==> src/rtl/rv_ctrl_pkg.sv <==
// Shared encodings for the RV32 pipeline control path: opcodes, ALU operand
// select, ALU operation codes and the packed control bundle carried into EX.
package rv_ctrl_pkg;

   localparam logic [6:0] OP_I_ALU  = 7'b0010011;
   localparam logic [6:0] OP_R      = 7'b0110011;
   localparam logic [6:0] OP_BRANCH = 7'b1100011;
   localparam logic [6:0] OP_LOAD   = 7'b0000011;
   localparam logic [6:0] OP_STORE  = 7'b0100011;

   // funct3 of SRLI/SRAI: the only immediate op where bit 30 selects the variant
   localparam logic [2:0] F3_SHIFT_RIGHT = 3'b101;

   localparam logic [3:0] ALU_ADD = 4'b0000;
   localparam logic [3:0] ALU_SUB = 4'b1000;

   typedef enum logic [1:0] {
      ALU_SEL_REG = 2'b00,
      ALU_SEL_IMM = 2'b01,
      ALU_SEL_CMP = 2'b10
   } alu_sel_e;

   typedef struct packed {
      logic       valid;
      logic       branch;
      logic       mem_read;
      logic       mem_write;
      alu_sel_e   alu_sel;
      logic [3:0] alu_op;
      logic       wb_en;
      logic       wb_mux;
      logic [4:0] rd;
   } ctrl_t;

   localparam ctrl_t CTRL_BUBBLE = '{
      valid:     1'b0,
      branch:    1'b0,
      mem_read:  1'b0,
      mem_write: 1'b0,
      alu_sel:   ALU_SEL_REG,
      alu_op:    4'b0000,
      wb_en:     1'b0,
      wb_mux:    1'b0,
      rd:        5'd0
   };

   function automatic logic uses_rs2(input logic [6:0] opcode);
      return (opcode == OP_R) || (opcode == OP_BRANCH) || (opcode == OP_STORE);
   endfunction

endpackage

==> src/rtl/rv_decoder.sv <==
// Purely combinational RV32 decode of the instruction sitting in decode into
// the EX control bundle, plus the register-source fields hazard logic needs.
module rv_decoder
   import rv_ctrl_pkg::*;
#(
   parameter int XLEN = 32
) (
   input  logic            instr_valid,
   input  logic [XLEN-1:0] instr,
   output ctrl_t           ctrl,
   output logic            legal,
   output logic            rs2_used,
   output logic [4:0]      rs1,
   output logic [4:0]      rs2
);

   logic [6:0] opcode;
   logic [2:0] funct3;
   logic [4:0] rd_field;
   logic       bit30;

   assign opcode   = instr[6:0];
   assign rd_field = instr[11:7];
   assign funct3   = instr[14:12];
   assign rs1      = instr[19:15];
   assign rs2      = instr[24:20];
   assign bit30    = instr[30];
   assign rs2_used = uses_rs2(opcode);

   logic unused_bits;
   assign unused_bits = ^{instr[XLEN-1:31], instr[29:25]};

   // NOTE: every output of this block is given a default before the case so no
   // path leaves a value unassigned, which would otherwise infer a latch.
   always_comb begin
      ctrl  = CTRL_BUBBLE;
      legal = 1'b0;
      case (opcode)
         OP_I_ALU: begin
            legal        = 1'b1;
            ctrl.alu_sel = ALU_SEL_IMM;
            ctrl.alu_op  = {(funct3 == F3_SHIFT_RIGHT) ? bit30 : 1'b0, funct3};
            ctrl.wb_en   = 1'b1;
            ctrl.rd      = rd_field;
         end
         OP_R: begin
            legal        = 1'b1;
            ctrl.alu_sel = ALU_SEL_REG;
            ctrl.alu_op  = {bit30, funct3};
            ctrl.wb_en   = 1'b1;
            ctrl.rd      = rd_field;
         end
         OP_BRANCH: begin
            legal        = 1'b1;
            ctrl.alu_sel = ALU_SEL_CMP;
            ctrl.alu_op  = ALU_SUB;
            ctrl.branch  = 1'b1;
         end
         OP_LOAD: begin
            legal         = 1'b1;
            ctrl.alu_sel  = ALU_SEL_IMM;
            ctrl.alu_op   = ALU_ADD;
            ctrl.mem_read = 1'b1;
            ctrl.wb_en    = 1'b1;
            ctrl.wb_mux   = 1'b1;
            ctrl.rd       = rd_field;
         end
         OP_STORE: begin
            legal          = 1'b1;
            ctrl.alu_sel   = ALU_SEL_IMM;
            ctrl.alu_op    = ALU_ADD;
            ctrl.mem_write = 1'b1;
         end
         default: ;
      endcase
      // Non-writing instructions carry rd 0 so a stale encoding field never
      // looks like a destination downstream.
      ctrl.valid = instr_valid && legal;
   end

endmodule

==> src/rtl/pipelined_control_unit.sv <==
// RV32 pipeline control path: decode into EX, unconditional EX->MEM->WB
// advance, load-use stall detection, branch flush and a saturating stall count.
module pipelined_control_unit
   import rv_ctrl_pkg::*;
#(
   parameter int XLEN       = 32,
   parameter int ALU_CTRL_W = 4,
   parameter int CNT_W      = 16
) (
   input  logic                  clk,
   input  logic                  rst,
   input  logic                  instr_valid,
   input  logic [XLEN-1:0]       instr,
   input  logic                  flush,
   output logic                  stall_out,
   output logic                  ex_valid,
   output logic                  ex_branch,
   output logic                  ex_mem_read,
   output logic [1:0]            ex_alu_sel,
   output logic [ALU_CTRL_W-1:0] ex_alu_control,
   output logic [4:0]            ex_rd,
   output logic                  mem_valid,
   output logic                  mem_read,
   output logic                  mem_write,
   output logic [4:0]            mem_rd,
   output logic                  wb_valid,
   output logic                  wb_en,
   output logic                  wb_mux,
   output logic [4:0]            wb_rd,
   output logic                  illegal,
   output logic [CNT_W-1:0]      stall_cnt
);

   ctrl_t      dec_ctrl;
   logic       dec_legal;
   logic       dec_rs2_used;
   logic [4:0] dec_rs1;
   logic [4:0] dec_rs2;

   rv_decoder #(
      .XLEN(XLEN)
   ) u_decoder (
      .instr_valid (instr_valid),
      .instr       (instr),
      .ctrl        (dec_ctrl),
      .legal       (dec_legal),
      .rs2_used    (dec_rs2_used),
      .rs1         (dec_rs1),
      .rs2         (dec_rs2)
   );

   ctrl_t ex_q;
   ctrl_t ex_d;
   logic  load_use;
   logic  illegal_d;
   logic  mem_wb_en;
   logic  mem_wb_mux;

   // A load in EX has no data until MEM, so a dependent instruction in decode
   // must wait one cycle. Flush discards decode entirely and so never stalls.
   always_comb begin
      load_use  = instr_valid && ex_q.valid && ex_q.mem_read && (ex_q.rd != 5'd0) &&
                  ((ex_q.rd == dec_rs1) || (dec_rs2_used && (ex_q.rd == dec_rs2)));
      stall_out = load_use && !flush;
      ex_d      = (dec_ctrl.valid && !stall_out && !flush) ? dec_ctrl : CTRL_BUBBLE;
      illegal_d = instr_valid && !dec_legal && !stall_out && !flush;
   end

   // NOTE: pipeline state uses non-blocking assignments so each stage captures
   // its predecessor's value from before the edge, independent of statement order.
   always_ff @(posedge clk) begin
      if (rst) begin
         ex_q       <= CTRL_BUBBLE;
         mem_valid  <= 1'b0;
         mem_read   <= 1'b0;
         mem_write  <= 1'b0;
         mem_rd     <= 5'd0;
         mem_wb_en  <= 1'b0;
         mem_wb_mux <= 1'b0;
         wb_valid   <= 1'b0;
         wb_en      <= 1'b0;
         wb_mux     <= 1'b0;
         wb_rd      <= 5'd0;
         illegal    <= 1'b0;
      end else begin
         ex_q       <= ex_d;
         mem_valid  <= ex_q.valid;
         mem_read   <= ex_q.mem_read;
         mem_write  <= ex_q.mem_write;
         mem_rd     <= ex_q.rd;
         mem_wb_en  <= ex_q.wb_en;
         mem_wb_mux <= ex_q.wb_mux;
         wb_valid   <= mem_valid;
         wb_en      <= mem_wb_en;
         wb_mux     <= mem_wb_mux;
         wb_rd      <= mem_rd;
         illegal    <= illegal_d;
      end
   end

   always_ff @(posedge clk) begin
      if (rst) begin
         stall_cnt <= '0;
      end else if (stall_out && (stall_cnt != {CNT_W{1'b1}})) begin
         stall_cnt <= stall_cnt + CNT_W'(1);
      end
   end

   assign ex_valid       = ex_q.valid;
   assign ex_branch      = ex_q.branch;
   assign ex_mem_read    = ex_q.mem_read;
   assign ex_alu_sel     = ex_q.alu_sel;
   assign ex_alu_control = ALU_CTRL_W'(ex_q.alu_op);
   assign ex_rd          = ex_q.rd;

endmodule
==> config.mk <==
export PLATFORM = sky130hd
export DESIGN_NAME = pipelined_control_unit
export DESIGN_NICKNAME = d
export VERILOG_FILES = /design/src/rtl/rv_ctrl_pkg.sv /design/src/rtl/rv_decoder.sv /design/src/rtl/pipelined_control_unit.sv
export SDC_FILE = /design/constraint.sdc
export NUM_CORES = 1
export LEC_CHECK = 0
export ABC_CLOCK_PERIOD_IN_PS = 3200
export CAP_MARGIN = 5
export CORE_ASPECT_RATIO = 1.75
export CORE_MARGIN = 5
export CORE_UTILIZATION = 47
export DETAILED_ROUTE_END_ITERATION = 8
export HOLD_SLACK_MARGIN = 0.08
export PLACE_DENSITY = 0.91
export SLEW_MARGIN = 20
export SYNTH_ARGS = -nofsm -noshare
export SYNTH_HDL_FRONTEND = slang
export SYNTH_SLANG_ARGS = --single-unit
==> constraint.sdc <==
create_clock -name clk -period 3.2 [get_ports clk]
set_clock_uncertainty 0.2 [all_clocks]
set_input_delay 0.8 -clock clk [delete_from_list [all_inputs] [get_ports clk]]
set_output_delay 0.8 -clock clk [all_outputs]
set_load 0.01 [all_outputs]
==> flow_summary_export.csv <==
group,metric,value,unit
setup_path,path_cells,"clkdlybuf4s50_1 > and4bb_2 > nand3_2 > a2bb2oi_2 > nor2_2 > clkbuf_2",
outcome,outcome,"completed",
pwr,irDropWorstVdd,0.000399,V
die,die_h,101,microns
sta,final-hold-violation-count,0,
setup_path,cpMaxStageDelayCell,"clkdlybuf4s50_1",
drt,num_vias,2025,
cts,cts_max_path_buffers,2,
placed_design,io_buffer_count,77,
placed_design,dp.cells,358,
cts,clk_pin_slew,90,ps
cts,cts.sinks,50,
global_route,globalRouteMet1Util,0.204,
global_route,busiest_layer,"met2",
cts,cts_buffers,5,
hold_path,hold_class,"flop to flop",
synthesis,synthCells,239,
synthesis,yosysUniqueCellTypes,44,
die,core_area,4620,sq um
die,die-area,6240,sq um
drt,drt_iter0_drc,74,
synthesis,seq_area_frac_synth,0.452,
sta,clock.fmax,0.325,GHz
cts,tritoncts,"yes",
sta,timing.final.crit_period,3070,ps
layout,final_cell_mix,"clkdlybuf4s50_1, dfxtp_1, nor2b_1",
placed_design,placed_cell_area,2990,sq um
layout,areaGrowthSynthToFinish,42.0,%
flow_run,maxCapViolCount,0,
die,ioPinCount,84,
global_route,gr-usage-all-layers,0.199,
drt,drc,0,
layout,finalNetCount,350,
layout,final_cell_count_no_fill,366,
layout,drive_gt1_frac,0.127,
sta,post-route-period-util,0.960,
setup_path,crit_arrival,2070,ps
die,initial_core_util,0.479,
cts,cts_hold_buf,0,
placed_design,place_hpwl,4270,microns
setup_path,cp-end-kind,"output port",
sta,tightest_slew,420,ps
setup_path,cp-start-kind,"input port",
synthesis,syn_area_per_cell,9.27,sq um
layout,finalInstanceArea,3150,sq um
setup_path,critical_path_required,2200,ps
global_route,grt_overflow_total,0,
sta,max_slew_margin,0.720,
global_route,grt_pass1_wl,9500,microns
sta,final-max-slew-violation-count,0,
synthesis,synth_nets,276,
synthesis,ys_ff_latch,50,
cts,ctsHtreeMaxLevel,2,
drt,wl,5800,microns
drt,drt-vias-per-instance,5.53,
global_route,gr-usage-met3,0.0385,
die,die_w,61.9,microns
drt,ant_nets,0,
drt,first_pass_iters,4,
placed_design,gp_congestion,0.833,
global_route,grt_pass1_vias,2091,
cts,worstSkewPairLatency,300,ps
synthesis,syn_area,2210,sq um
setup_path,max_stage_delay,460,ps
synthesis,synthFlopType,"dfxtp_1",
synthesis,ys_warn_count,0,
drt,routedWlPerCell,15.8,microns
layout,layout_commonest_cell,"clkdlybuf4s50_1",
pwr,total_leakage_power,0.00110,uW
layout,antennaDiodeCount,0,
global_route,grt_max_degree,33,
sta,setup_viol,0,
cts,clockRootBuffer,"clkbuf_8",
global_route,grtUsageMet2,0.370,
setup_path,crit_type,"input port to output port",
sta,rsz0062_at_grt,"false",
cts,post-cts-setup-buffers,0,
die,rows,33,
global_route,antenna_found_initial,0,
setup_path,critPathMaxFanout,2,
synthesis,synthArstFlopShare,0,
pwr,p_per_area,392,nW/um^2
synthesis,synth-edff-count,0,
sequential cells by signal (all words and copies together) (netlist names), 2 cells and up:
signal and cells:
stall_cnt 16, ex_alu_sel 2, ex_alu_control 4, ex_q 3, mem_rd 5, ex_rd 5, wb_rd 5
per-stage QoR:
step	worst slack, ps	setup TNS [ps]	power [uW]	hold slack, ps	util
finish	127	0	1230	250	0.680
global route	65.0	0	1270	249	0.680
CTS	23.8	0	1240	247	0.681
detailed placement	-400	-400	718	228	0.647
global placement	-329	-329	716	218	0.647
floorplan	435	0	669	214	-
worst paths after layout:
path	slack, ps	endpoint	startpoint	cells after the start
worst max register to register	760	stall_cnt[5]	stall_cnt[1]	6
worst min register to register	250	wb_en	mem_wb_en	1
worst max-delay path	130	stall_out	instr[1]	6
worst min-delay path	250	wb_en	mem_wb_en	1
timing repair:
action                     in CTS  in global routing
setup endpoints to repair       1                  1
pin swaps                       1                  0
gates resized for setup         6                  1
Yosys cell counts (all sizes together), types with 4 or more instances:
cell,n,share of area
dfxtp,50,0.45
nor2b,22,0.062
buf,17,0.059
nand2,16,0.034
nor2,16,0.027
a21oi,13,0.029
nand3,12,0.029
nor3,11,0.032
nand4,10,0.031
o21ai,10,0.023
inv,7,0.012
or3,7,0.020
or4,7,0.025
clkbuf,5,0.0085
xnor2,5,0.020
xor2,5,0.020
nor4,4,0.014
o31ai,4,0.014
report_power, final:
group / total, uW / internal, uW / leakage, uW / switching, uW
Combinational: 84.1 / 49.1 / 0.000625 / 35.0
Clock: 525 / 313 / 0.0000683 / 212
Sequential: 623 / 623 / 0.000403 / 0.459
metal layers:
| layer | routed length [microns] | part of all wire |
|---|---|---|
| met3 | 282 | 0.049 |
| met1 | 2050 | 0.35 |
| met5 | 0 | 0 |
| met2 | 3300 | 0.57 |
| met4 | 170 | 0.029 |
kinds of logic (layout without fill, tap and decap cells):
kind of cell | Yosys count | in the layout | synth area share
flops | 50 | 50 | 0.452
buf+inv | 29 | 104 | 0.0797
xor+xnor | 10 | 10 | 0.0395
simple gates | 110 | 110 | 0.295
compound gates | 38 | 38 | 0.121
fa+ha+maj | 1 | 1 | 0.00565
mux | 1 | 1 | 0.00678
worst max-delay path: cells and delay by family:
family                 cells  cell delay [ps]
buffers and inverters      2              610
AOI/OAI and AO/OA          1              160
and+or+nand+nor            3              500
layout make-up:
class                      instances  area [sq um]
inverter                           7          26.3
clock inverter                     3          68.8
clock buffer                       5          68.8
tap                               52          65.1
sequential                        50          1000
multi-input combinational        160          1060
fill                             337          1480
timing repair buffer              89           856
Power figures use the tool's default switching activity.
